## src/rtl/uart_tx_fifo_if.sv

```systemverilog
// uart_tx_fifo_if: producer-side bus of the UART transmitter.
//   i_data  : word to queue (DATA_BITS wide)
//   i_valid : producer offers i_data
//   o_ready : FIFO can accept a word
//   o_level : words waiting in the FIFO (excludes the frame on the line)
//   o_idle  : FIFO empty and no frame in progress
// master = producer, slave = uart_tx_fifo.
interface uart_tx_fifo_if #(
  parameter int unsigned DATA_BITS = 8,
  parameter int unsigned DEPTH     = 4
);
  localparam int unsigned LevelW = $clog2(DEPTH + 1);

  logic [DATA_BITS-1:0] i_data;
  logic                 i_valid;
  logic                 o_ready;
  logic [LevelW-1:0]    o_level;
  logic                 o_idle;

  modport master (
    output i_data,
    output i_valid,
    input  o_ready,
    input  o_level,
    input  o_idle
  );

  modport slave (
    input  i_data,
    input  i_valid,
    output o_ready,
    output o_level,
    output o_idle
  );
endinterface

```

## src/rtl/uart_tx_fifo.sv

```systemverilog
// uart_tx_fifo: UART transmitter fed by a small FIFO. Frame format is
// start bit, DATA_BITS data bits LSB first, optional parity, 1 or 2 stop
// bits; every bit lasts exactly CLK_FREQ / BAUD clocks. Frames are sent
// back-to-back while the FIFO holds data.
//   i_clk : clock
//   i_rst : synchronous active-high reset (aborts any frame, flushes FIFO)
//   bus   : producer handshake (uart_tx_fifo_if.slave)
//   o_out : registered serial line, idle high
module uart_tx_fifo #(
  parameter int unsigned CLK_FREQ  = 250000,
  parameter int unsigned BAUD      = 9600,
  parameter int unsigned DATA_BITS = 8,
  parameter int unsigned PARITY    = 0,
  parameter int unsigned STOP_BITS = 1,
  parameter int unsigned DEPTH     = 4
) (
  input  logic             i_clk,
  input  logic             i_rst,
  uart_tx_fifo_if.slave    bus,
  output logic             o_out
);

  localparam int unsigned ClksPerBit = CLK_FREQ / BAUD;
  localparam int unsigned CntW       = (ClksPerBit > 1) ? $clog2(ClksPerBit) : 1;
  localparam int unsigned IdxW       = $clog2(DATA_BITS + 1);
  localparam int unsigned PtrW       = (DEPTH > 1) ? $clog2(DEPTH) : 1;
  localparam int unsigned LevelW     = $clog2(DEPTH + 1);

  localparam logic [CntW-1:0]   CntLast   = CntW'(ClksPerBit - 1);
  localparam logic [IdxW-1:0]   DataLast  = IdxW'(DATA_BITS - 1);
  localparam logic [IdxW-1:0]   StopLast  = IdxW'(STOP_BITS - 1);
  localparam logic [LevelW-1:0] LevelFull = LevelW'(DEPTH);

  // Elaboration-time parameter checks.
  if (ClksPerBit < 2) begin : g_chk_baud
    $error("uart_tx_fifo: CLK_FREQ / BAUD must be at least 2");
  end
  if (DATA_BITS < 5 || DATA_BITS > 9) begin : g_chk_data
    $error("uart_tx_fifo: DATA_BITS must be 5..9");
  end
  if (PARITY > 2) begin : g_chk_parity
    $error("uart_tx_fifo: PARITY must be 0, 1 or 2");
  end
  if (STOP_BITS < 1 || STOP_BITS > 2) begin : g_chk_stop
    $error("uart_tx_fifo: STOP_BITS must be 1 or 2");
  end
  if (DEPTH < 2 || (DEPTH & (DEPTH - 1)) != 0) begin : g_chk_depth
    $error("uart_tx_fifo: DEPTH must be a power of two >= 2");
  end

  typedef enum logic [2:0] {StIdle, StStart, StData, StParity, StStop} state_e;

  // FIFO storage
  logic [DATA_BITS-1:0] mem_q [DEPTH];
  logic [PtrW-1:0]      wr_ptr_q, rd_ptr_q;
  logic [LevelW-1:0]    level_q;

  // Transmitter
  state_e               state_q;
  logic [CntW-1:0]      cnt_q;
  logic [IdxW-1:0]      idx_q;
  logic [DATA_BITS-1:0] shift_q;
  logic                 parity_q;
  logic                 out_q;

  logic                 push, pop, fifo_empty, bit_end, stop_end;
  logic [DATA_BITS-1:0] head;
  logic                 head_parity;

  assign fifo_empty  = (level_q == '0);
  assign push        = bus.i_valid && bus.o_ready;
  assign bit_end     = (cnt_q == CntLast);
  assign stop_end    = (state_q == StStop) && bit_end && (idx_q == StopLast);
  // Pop either from idle or exactly at the end of the last stop bit, so the
  // next start bit follows with no idle cycle.
  assign pop         = !fifo_empty && ((state_q == StIdle) || stop_end);
  assign head        = mem_q[rd_ptr_q];
  assign head_parity = (^head) ^ (PARITY == 2);

  assign bus.o_ready = (level_q != LevelFull);
  assign bus.o_level = level_q;
  assign bus.o_idle  = (state_q == StIdle) && fifo_empty;
  assign o_out       = out_q;

  always_ff @(posedge i_clk) begin
    if (push) begin
      mem_q[wr_ptr_q] <= bus.i_data;
    end
  end

  // Pointers wrap naturally at DEPTH (power of two); level tells full from empty.
  always_ff @(posedge i_clk) begin
    if (i_rst) begin
      wr_ptr_q <= '0;
      rd_ptr_q <= '0;
      level_q  <= '0;
    end else begin
      if (push) wr_ptr_q <= wr_ptr_q + 1'b1;
      if (pop)  rd_ptr_q <= rd_ptr_q + 1'b1;
      case ({push, pop})
        2'b10:   level_q <= level_q + 1'b1;
        2'b01:   level_q <= level_q - 1'b1;
        default: level_q <= level_q;
      endcase
    end
  end

  always_ff @(posedge i_clk) begin
    if (i_rst) begin
      state_q  <= StIdle;
      cnt_q    <= '0;
      idx_q    <= '0;
      shift_q  <= '0;
      parity_q <= 1'b0;
      out_q    <= 1'b1;
    end else begin
      case (state_q)
        StIdle: begin
          out_q <= 1'b1;
          if (pop) begin
            state_q  <= StStart;
            cnt_q    <= '0;
            shift_q  <= head;
            parity_q <= head_parity;
            out_q    <= 1'b0;
          end
        end
        StStart: begin
          if (bit_end) begin
            cnt_q   <= '0;
            idx_q   <= '0;
            state_q <= StData;
            out_q   <= shift_q[0];
          end else begin
            cnt_q <= cnt_q + 1'b1;
          end
        end
        StData: begin
          if (bit_end) begin
            cnt_q <= '0;
            if (idx_q == DataLast) begin
              if (PARITY != 0) begin
                state_q <= StParity;
                out_q   <= parity_q;
              end else begin
                state_q <= StStop;
                idx_q   <= '0;
                out_q   <= 1'b1;
              end
            end else begin
              idx_q   <= idx_q + 1'b1;
              shift_q <= shift_q >> 1;
              out_q   <= shift_q[1];
            end
          end else begin
            cnt_q <= cnt_q + 1'b1;
          end
        end
        StParity: begin
          if (bit_end) begin
            cnt_q   <= '0;
            idx_q   <= '0;
            state_q <= StStop;
            out_q   <= 1'b1;
          end else begin
            cnt_q <= cnt_q + 1'b1;
          end
        end
        StStop: begin
          if (bit_end) begin
            cnt_q <= '0;
            if (idx_q == StopLast) begin
              if (pop) begin
                state_q  <= StStart;
                shift_q  <= head;
                parity_q <= head_parity;
                out_q    <= 1'b0;
              end else begin
                state_q <= StIdle;
                out_q   <= 1'b1;
              end
            end else begin
              idx_q <= idx_q + 1'b1;
            end
          end else begin
            cnt_q <= cnt_q + 1'b1;
          end
        end
        default: begin
          state_q <= StIdle;
          out_q   <= 1'b1;
        end
      endcase
    end
  end

endmodule

```

## src/flat_wrapper.sv

```systemverilog
// flat-port wrapper written by rule: the top's interface ports become plain ports
module uart_tx_fifo_flat 
#(
  parameter int unsigned CLK_FREQ  = 250000,
  parameter int unsigned BAUD      = 9600,
  parameter int unsigned DATA_BITS = 8,
  parameter int unsigned PARITY    = 0,
  parameter int unsigned STOP_BITS = 1,
  parameter int unsigned DEPTH     = 4
)
  (i_clk, i_rst, o_out, bus_i_data, bus_i_valid, bus_o_ready, bus_o_level, bus_o_idle);
  uart_tx_fifo_if #(.DATA_BITS(DATA_BITS), .DEPTH(DEPTH)) bus_i ();
  input  logic i_clk;
  input  logic i_rst;
  output logic o_out;
  input wire logic [$bits(bus_i.i_data)-1:0] bus_i_data;
  input wire logic [$bits(bus_i.i_valid)-1:0] bus_i_valid;
  output wire logic [$bits(bus_i.o_ready)-1:0] bus_o_ready;
  output wire logic [$bits(bus_i.o_level)-1:0] bus_o_level;
  output wire logic [$bits(bus_i.o_idle)-1:0] bus_o_idle;
  assign bus_i.i_data = bus_i_data;
  assign bus_i.i_valid = bus_i_valid;
  assign bus_o_ready = bus_i.o_ready;
  assign bus_o_level = bus_i.o_level;
  assign bus_o_idle = bus_i.o_idle;
  uart_tx_fifo #(.CLK_FREQ(CLK_FREQ), .BAUD(BAUD), .DATA_BITS(DATA_BITS), .PARITY(PARITY), .STOP_BITS(STOP_BITS), .DEPTH(DEPTH)) u_core (.i_clk(i_clk), .i_rst(i_rst), .bus(bus_i), .o_out(o_out));
endmodule
```

## config.mk

```make
export PLATFORM = sky130hd
export DESIGN_NAME = uart_tx_fifo_flat
export DESIGN_NICKNAME = d
export VERILOG_FILES = /design/src/rtl/uart_tx_fifo_if.sv /design/src/rtl/uart_tx_fifo.sv /design/src/flat_wrapper.sv
export SDC_FILE = /design/constraint.sdc
export NUM_CORES = 1
export LEC_CHECK = 0
export ABC_AREA = 1
export CAP_MARGIN = 40
export CORE_UTILIZATION = 60
export CTS_CLUSTER_SIZE = 24
export DETAILED_ROUTE_END_ITERATION = 10
export PLACE_DENSITY = 0.88
export REMOVE_ABC_BUFFERS = 1
export SLEW_MARGIN = 20
export SYNTH_ARGS = -nofsm -noshare
export SYNTH_HDL_FRONTEND = slang
export SYNTH_SLANG_ARGS = --single-unit
```

## constraint.sdc

```tcl
create_clock -name i_clk -period 5.7 [get_ports i_clk]
set_input_delay 1.14 -clock i_clk [delete_from_list [all_inputs] [get_ports i_clk]]
set_output_delay 1.14 -clock i_clk [all_outputs]
set_load 0.05 [all_outputs]
```

==> results.sh, run 1 <==
export IMPL_firstDrtPassIters=4
export IMPL_drive_gt1_share_pct=10.2
export IMPL_cts_buffers=9
export IMPL_io_pins=17
export IMPL_syn_avg_cell_area_um2=8.90
export IMPL_h_tree_depth=3
export IMPL_rsz0062_at_grt="false"
export IMPL_yosysWarnings=0
export IMPL_drv_slew=0
export IMPL_met3_length_um=295
export IMPL_cellPowerDensity_mw_per_mm2=491
export IMPL_met2_length_mm=2.53
export IMPL_cts_root_buf="clkbuf_8"
export IMPL_area_growth_pct=11.7
export IMPL_synth_top_family_by_area="simple AND/OR/NAND/NOR gates"
export IMPL_synth_top_area_share_pct=32.7
export IMPL_place_congestion=0.819
export IMPL_num_rows=25
export IMPL_total_power_mw=1.61
export IMPL_vias=2189
export IMPL_cellInternalPower_uw=932
export IMPL_ctsHoldBuffers=0
export IMPL_p_sw_share_pct=42.2
export IMPL_cts_max_path_buffers=2
export IMPL_synthTopCellsByArea="edfxtp_1, dfxtp_1, nand2_1"
export IMPL_n_fill_cell=343
export IMPL_cap_violations=0
export IMPL_synthAdderAreaFrac_pct=4.51
export IMPL_synth_simple_area_share_pct=26.0
export IMPL_slew_headroom_pct=52.1
export IMPL_drt_total_wl_mm=5.32
export IMPL_cts_clk_slew_worst_paths_ns=0.07
export IMPL_routedWlPerCell_um=12.6
export IMPL_peakVddDrop_mv=0.320
export IMPL_routed_top_layer="met4"
export IMPL_initial_utilization_pct=62.2
export IMPL_tritoncts="yes"
export IMPL_synth_seq_cells=62
export IMPL_die_area_mm2=0.00518
export IMPL_finalSetupTns_ns=0
export IMPL_path_class="flip-flop to output pin"
export IMPL_syn_cell_area_mm2=0.00294
export IMPL_diodes=0
export IMPL_synth_cell_types=34
export IMPL_nets=370
export IMPL_clock_sinks=62
export IMPL_cp_data_arrival_time_ns=2.07
export IMPL_grt_overflow_total=0
export IMPL_coreArea_mm2=0.00472
export IMPL_cp_start_kind="flip-flop"
export IMPL_synth_mux_area_share_pct=0
export IMPL_status="completed"
export IMPL_grt_max_degree=22
export IMPL_met1Wirelength_mm=2.34
export IMPL_final_core_util_pct=69.5
export IMPL_fin_crit_sh_pct=56.3
export IMPL_ant_nets=0
export IMPL_fp_dieW_um=72.0
export IMPL_antenna_found_initial=0
export IMPL_ys_seq_area_share_pct=53.2
export IMPL_cp_max_fo=5
export IMPL_clock_latency_ns=0.34
export IMPL_grt_usage_pct=22.3
export IMPL_skew_ns=0.00385
export IMPL_power_frac_comb_pct=42.6
export IMPL_hp_class="flip-flop to flip-flop"
export IMPL_worst_pin_slew_ns=0.716
export IMPL_place_hpwl_mm=3.64
export IMPL_cp_end_kind="output pin"
export IMPL_synth_compound_area_share_pct=8.69
export IMPL_hold_viol_final=0
export IMPL_yosys_area_top_type="edfxtp_1"
export IMPL_cts_resized=0
export IMPL_postCtsSetupRepairBufs=0
export IMPL_pwr_share_clk_pct=19.9
export IMPL_cp_required_ns=4.56
export IMPL_fmax_mhz=312
export IMPL_setup_viol=0
export IMPL_leakage_nw=1.37
export IMPL_grt_pass1_wl_mm=8.58
export IMPL_die_height_um=72.0
export IMPL_drt_initial_drc_count=134
export IMPL_port_buffers=16
export IMPL_grt_pass1_vias=1966
export IMPL_synth_xor_xnor_area_share_pct=0.596
export IMPL_synthCells=330
export IMPL_p_seq_share_pct=37.5
export IMPL_drc=0
export IMPL_viasPerCell=5.20
export IMPL_fin_crit_ns=3.21
export IMPL_p_sw_uw=681
[layer usage]
layer  GRT usage, %  vias to the layer above
li1               -                     1121
met1           27.7                      985
met2           35.7                       67
met3           5.56                       16
met4           12.9                        0
met5              0                        -
[placed cells by master (no fill, tap or decap), drive strengths merged]
cell,count
o21a,1
clkinvlp,2
a211oi,1
edfxtp,32
dfxtp,30
xnor2,1
nor2,39
nor3,5
nand3,32
or2,1
nand2,82
clkinv,2
nand3b,1
inv,39
nor3b,2
xor2,1
a21oi,22
o21ai,23
clkbuf,12
fa,1
ha,9
clkdlybuf4s50,16
[cells by family after synthesis]
| kind of cell | after synthesis |
|---|---|
| DFF | 62 |
| AOI/OAI and AO/OA | 47 |
| adders and majority gates | 10 |
| xor gates and xnor gates | 2 |
| and+or+nand+nor | 162 |
| buffers and inverters | 47 |
[area by class of cell]
class,instances,area [um2],area share [%]
flip-flops and latches,62,1560,47.6
repair buffers,16,160,4.88
clock buffers,12,135,4.12
multi-input cells,221,1170,35.6
well taps,67,83.8,2.55
inverters,39,149,4.54
clock inverters,4,23.8,0.724
[cell usage after synthesis]
cell type,count
nand2_1,71
inv_1,36
nor2_1,35
edfxtp_1,32
dfxtp_1,30
nand3_1,30
a21oi_1,21
o21ai_0,19
ha_1,9
nand2_2,6
nand2_4,5
nor3_1,5
buf_2,3
o21ai_1,3
buf_6,2
clkbuf_1,2
inv_2,2
nor2_2,2
nor2_4,2
a211oi_1,1
a21oi_4,1
clkbuf_8,1
fa_1,1
inv_4,1
nand3_2,1
nand3_4,1
nand3b_1,1
nor3b_1,1
nor3b_2,1
o21a_1,1
o21ai_2,1
or2_2,1
xnor2_1,1
xor2_1,1
[power groups by stage]
stage	sequential (mW)	clock, mW	combinational, mW
after CTS	0.604	0.323	0.680
after floorplan	0.640	0	0.488
after global placement	0.608	0	0.655
after global routing	0.616	0.342	0.764
final	0.604	0.322	0.687
after detailed placement	0.613	0	0.677
[flip-flops by register name (all words and copies together) (netlist names), named ones only]
name / cells
u_core.cnt_q: 5
u_core.shift_q: 8
u_core.o_out: 1
u_core.bus.o_level: 3
u_core.wr_ptr_q: 2
u_core.mem_q: 32
u_core.idx_q: 4
u_core.state_q: 3
u_core.rd_ptr_q: 2
[critical path, cell delays in order (launching register included)]
cell and delay [ns]:
dfxtp_1 0.35, nor3_1 0.34, nand3_1 0.17, inv_1 0.08, clkdlybuf4s50_1 0.79
[worst paths after layout]
kind,startpoint,to,slack (ns),cells past startpoint
setup / recovery,u_core.bus.o_level[2]$_SDFFE_PP0P_,bus_o_idle,2.49,4
hold / removal,u_core.o_out$_SDFFE_PP1P_,u_core.o_out$_SDFFE_PP1P_,0.48,2
setup reg to reg,u_core.cnt_q[1]$_SDFFE_PP0P_,u_core.bus.o_level[2]$_SDFFE_PP0P_,3.43,14
hold reg to reg,u_core.o_out$_SDFFE_PP1P_,u_core.o_out$_SDFFE_PP1P_,0.48,2
[stage by stage]
stage,cell area (um2),hold slack (ns),cells,worst slack (ns)
2_1_floorplan,2880,0.452,322,3.02
3_3_place_gp,3120,0.455,405,2.76
3_5_place_dp,3120,0.472,405,2.69
4_1_cts,3280,0.486,421,2.51
5_1_grt,3280,0.513,421,2.45
6_report,3280,0.482,421,2.49
Power figures use the tool's default switching activity.
==> run 2, diff against run 1 <==
- CORE_UTILIZATION: 60 -> 53
- PLACE_DENSITY: 0.88 -> 0.83
- clock period: 5.7 -> 2.9 ns (I/O delays scaled with it)
==> run 2 against run 1 <==
Clock skew is 0.0044 ns higher; critical endpoint unchanged; sequential share of layout area is 1.5 points lower; worst setup slack worse by 2.2 ns; highest routed layer unchanged; count of clock-buffer cells in the layout is 3 lower; largest power group unchanged; wire length is 1.3% higher.
==> results.sh, run 2 (same netlist as run 1, synthesis figures left out) <==
export IMPL_leakage_nw=1.43
export IMPL_r2r_start="u_core.cnt_q[1]$_SDFFE_PP0P_"
export IMPL_drt_total_wl_mm=5.39
export IMPL_whs_endpoint="u_core.o_out$_SDFFE_PP1P_"
export IMPL_clock_sinks=62
export IMPL_crit_slowest_cell="clkdlybuf4s50_1"
export IMPL_ant_nets=0
export IMPL_final_cell_mix="nand2_1, inv_1, nor2_1"
export IMPL_firstDrtPassIters=4
export IMPL_dp_cells=413
export IMPL_cp_required_ns=2.32
export IMPL_cts_root_buf="clkbuf_8"
export IMPL_skew_ns=0.00829
export IMPL_grt_max_degree=22
export IMPL_fp_dieW_um=76.5
export IMPL_coreArea_mm2=0.00524
export IMPL_cap_violations=0
export IMPL_port_buffers=16
export IMPL_cp_end_kind="output pin"
export IMPL_crit_chain="nor3_1 > nand3_1 > inv_1 > clkdlybuf4s50_1"
export IMPL_min_path_cells=2
export IMPL_dpl_instance_area_mm2=0.00316
export IMPL_r2r_cells=14
export IMPL_tritoncts="yes"
export IMPL_drc=0
export IMPL_die_area_mm2=0.00584
export IMPL_hold_viol_final=0
export IMPL_fin_crit_sh_pct=89.8
export IMPL_place_hpwl_mm=3.64
export IMPL_grt_pass1_vias=2135
export IMPL_n_fill_cell=416
export IMPL_crit_buf_inv=2
export IMPL_cp_max_fo=4
export IMPL_die_height_um=76.5
export IMPL_finalSetupTns_ns=0
export IMPL_cts_resized=0
export IMPL_final_cell_area_mm2=0.00339
export IMPL_fin_cells=429
export IMPL_rsz0062_at_grt="false"
export IMPL_clock_latency_ns=0.35
export IMPL_largest_reg_flops=32
export IMPL_area_growth_pct=15.3
export IMPL_slew_headroom_pct=61.8
export IMPL_reg_top3="u_core.mem_q (32), u_core.shift_q (8), u_core.cnt_q (5)"
export IMPL_io_pins=17
export IMPL_ctsHoldBuffers=0
export IMPL_peakVddDrop_mv=0.590
export IMPL_cp_data_arrival_time_ns=2.02
export IMPL_num_rows=26
export IMPL_nets=375
export IMPL_postCtsSetupRepairBufs=0
export IMPL_place_ws_ns=0.487
export IMPL_routedWlPerCell_um=12.6
export IMPL_worst_pin_slew_ns=0.573
export IMPL_diodes=0
export IMPL_vias=2182
export IMPL_grt_pass1_wl_mm=9.21
export IMPL_cts_buffers=9
export IMPL_status="completed"
export IMPL_viasPerCell=5.09
export IMPL_cellPowerDensity_mw_per_mm2=999
export IMPL_cts_clk_slew_worst_paths_ns=0.07
export IMPL_grt_usage_pct=20.5
export IMPL_r2r_slack_ns=0.64
export IMPL_drv_slew=0
export IMPL_largest_register="u_core.mem_q"
export IMPL_fmax_mhz=384
export IMPL_place_congestion=0.782
export IMPL_drt_initial_drc_count=108
export IMPL_worst_path_dominant_cell_family="buffers and inverters"
export IMPL_slowest_delay_ns=0.79
export IMPL_fin_crit_ns=2.60
export IMPL_min_from="u_core.o_out$_SDFFE_PP1P_"
export IMPL_fin_ws_ns=0.295
export IMPL_cts_max_path_buffers=2
export IMPL_layout_commonest_cell="nand2_1"
export IMPL_cp_start_kind="flip-flop"
export IMPL_setup_viol=0
export IMPL_grt_overflow_total=0
export IMPL_h_tree_depth=3
export IMPL_drive_gt1_share_pct=12.5
export IMPL_antenna_found_initial=0
export IMPL_path_class="flip-flop to output pin"
export IMPL_r2r_end="u_core.bus.o_level[2]$_SDFFE_PP0P_"
export IMPL_initial_utilization_pct=56.1
export IMPL_hp_class="flip-flop to flip-flop"
==> run 2: worst max path at each step <==
| stage | to | start | slack (ns) | cells past startpoint |
|---|---|---|---|---|
| 2_1_floorplan | u_core.bus.o_level[2]$_SDFFE_PP0P_ | u_core.bus.o_level[1]$_SDFFE_PP0P_ | 0.22 | 8 |
| 3_3_place_gp | u_core.bus.o_level[2]$_SDFFE_PP0P_ | bus_i_valid | 0.52 | 8 |
| 3_5_place_dp | u_core.bus.o_level[2]$_SDFFE_PP0P_ | bus_i_valid | 0.49 | 8 |
| 4_1_cts | bus_o_idle | u_core.bus.o_level[2]$_SDFFE_PP0P_ | 0.27 | 4 |
| 5_1_grt | bus_o_idle | u_core.bus.o_level[2]$_SDFFE_PP0P_ | 0.09 | 4 |
| 6_report | bus_o_idle | u_core.bus.o_level[0]$_SDFFE_PP0P_ | 0.30 | 4 |
==> run 2: layer usage <==
layer  GRT usage [%]  up-vias  wire (um)
met3            5.99       11        295
met4            11.0        0         97
met1            24.9      997       2510
met5               0        -          0
met2            33.0       45       2480
li1                -     1129          -
==> run 2: worst register-to-register path: stages (launching register included) <==
cell     delay, ns
dfxtp_1       0.39
inv_1         0.06
ha_1          0.17
nand2_1       0.11
nor2_4        0.06
nand3_2       0.07
nand2_2       0.06
nand2_4       0.10
inv_1         0.07
ha_1          0.23
fa_1          0.38
a21oi_1       0.13
o21a_1        0.14
o21ai_0       0.07
a21oi_1       0.14
==> run 2: through the flow <==
step	utilization (%)	power [mW]	hold slack [ns]
global route	64.7	3.61	0.503
global placement	60.4	2.51	0.453
CTS	64.7	3.39	0.484
finish	64.7	3.38	0.478
detailed placement	60.4	2.56	0.467
floorplan	-	2.22	0.452
==> run 2: final cells by class <==
class                      instances  area [um2]  share of cell area, %
sequential                        62        1560                   46.1
timing repair buffer              21         198                   5.84
clock buffer                       9         124                   3.66
clock inverter                     7        98.8                   2.92
tap                               70        87.6                   2.59
multi-input combinational        221        1170                   34.5
inverter                          39         149                   4.40
==> run 2: power breakdown <==
group,leakage (nW),internal (mW),switching [mW]
Sequential,0.540,1.07,0.0943
Clock,0.109,0.486,0.343
Combinational,0.781,0.464,0.924
Total,1.43,2.02,1.36
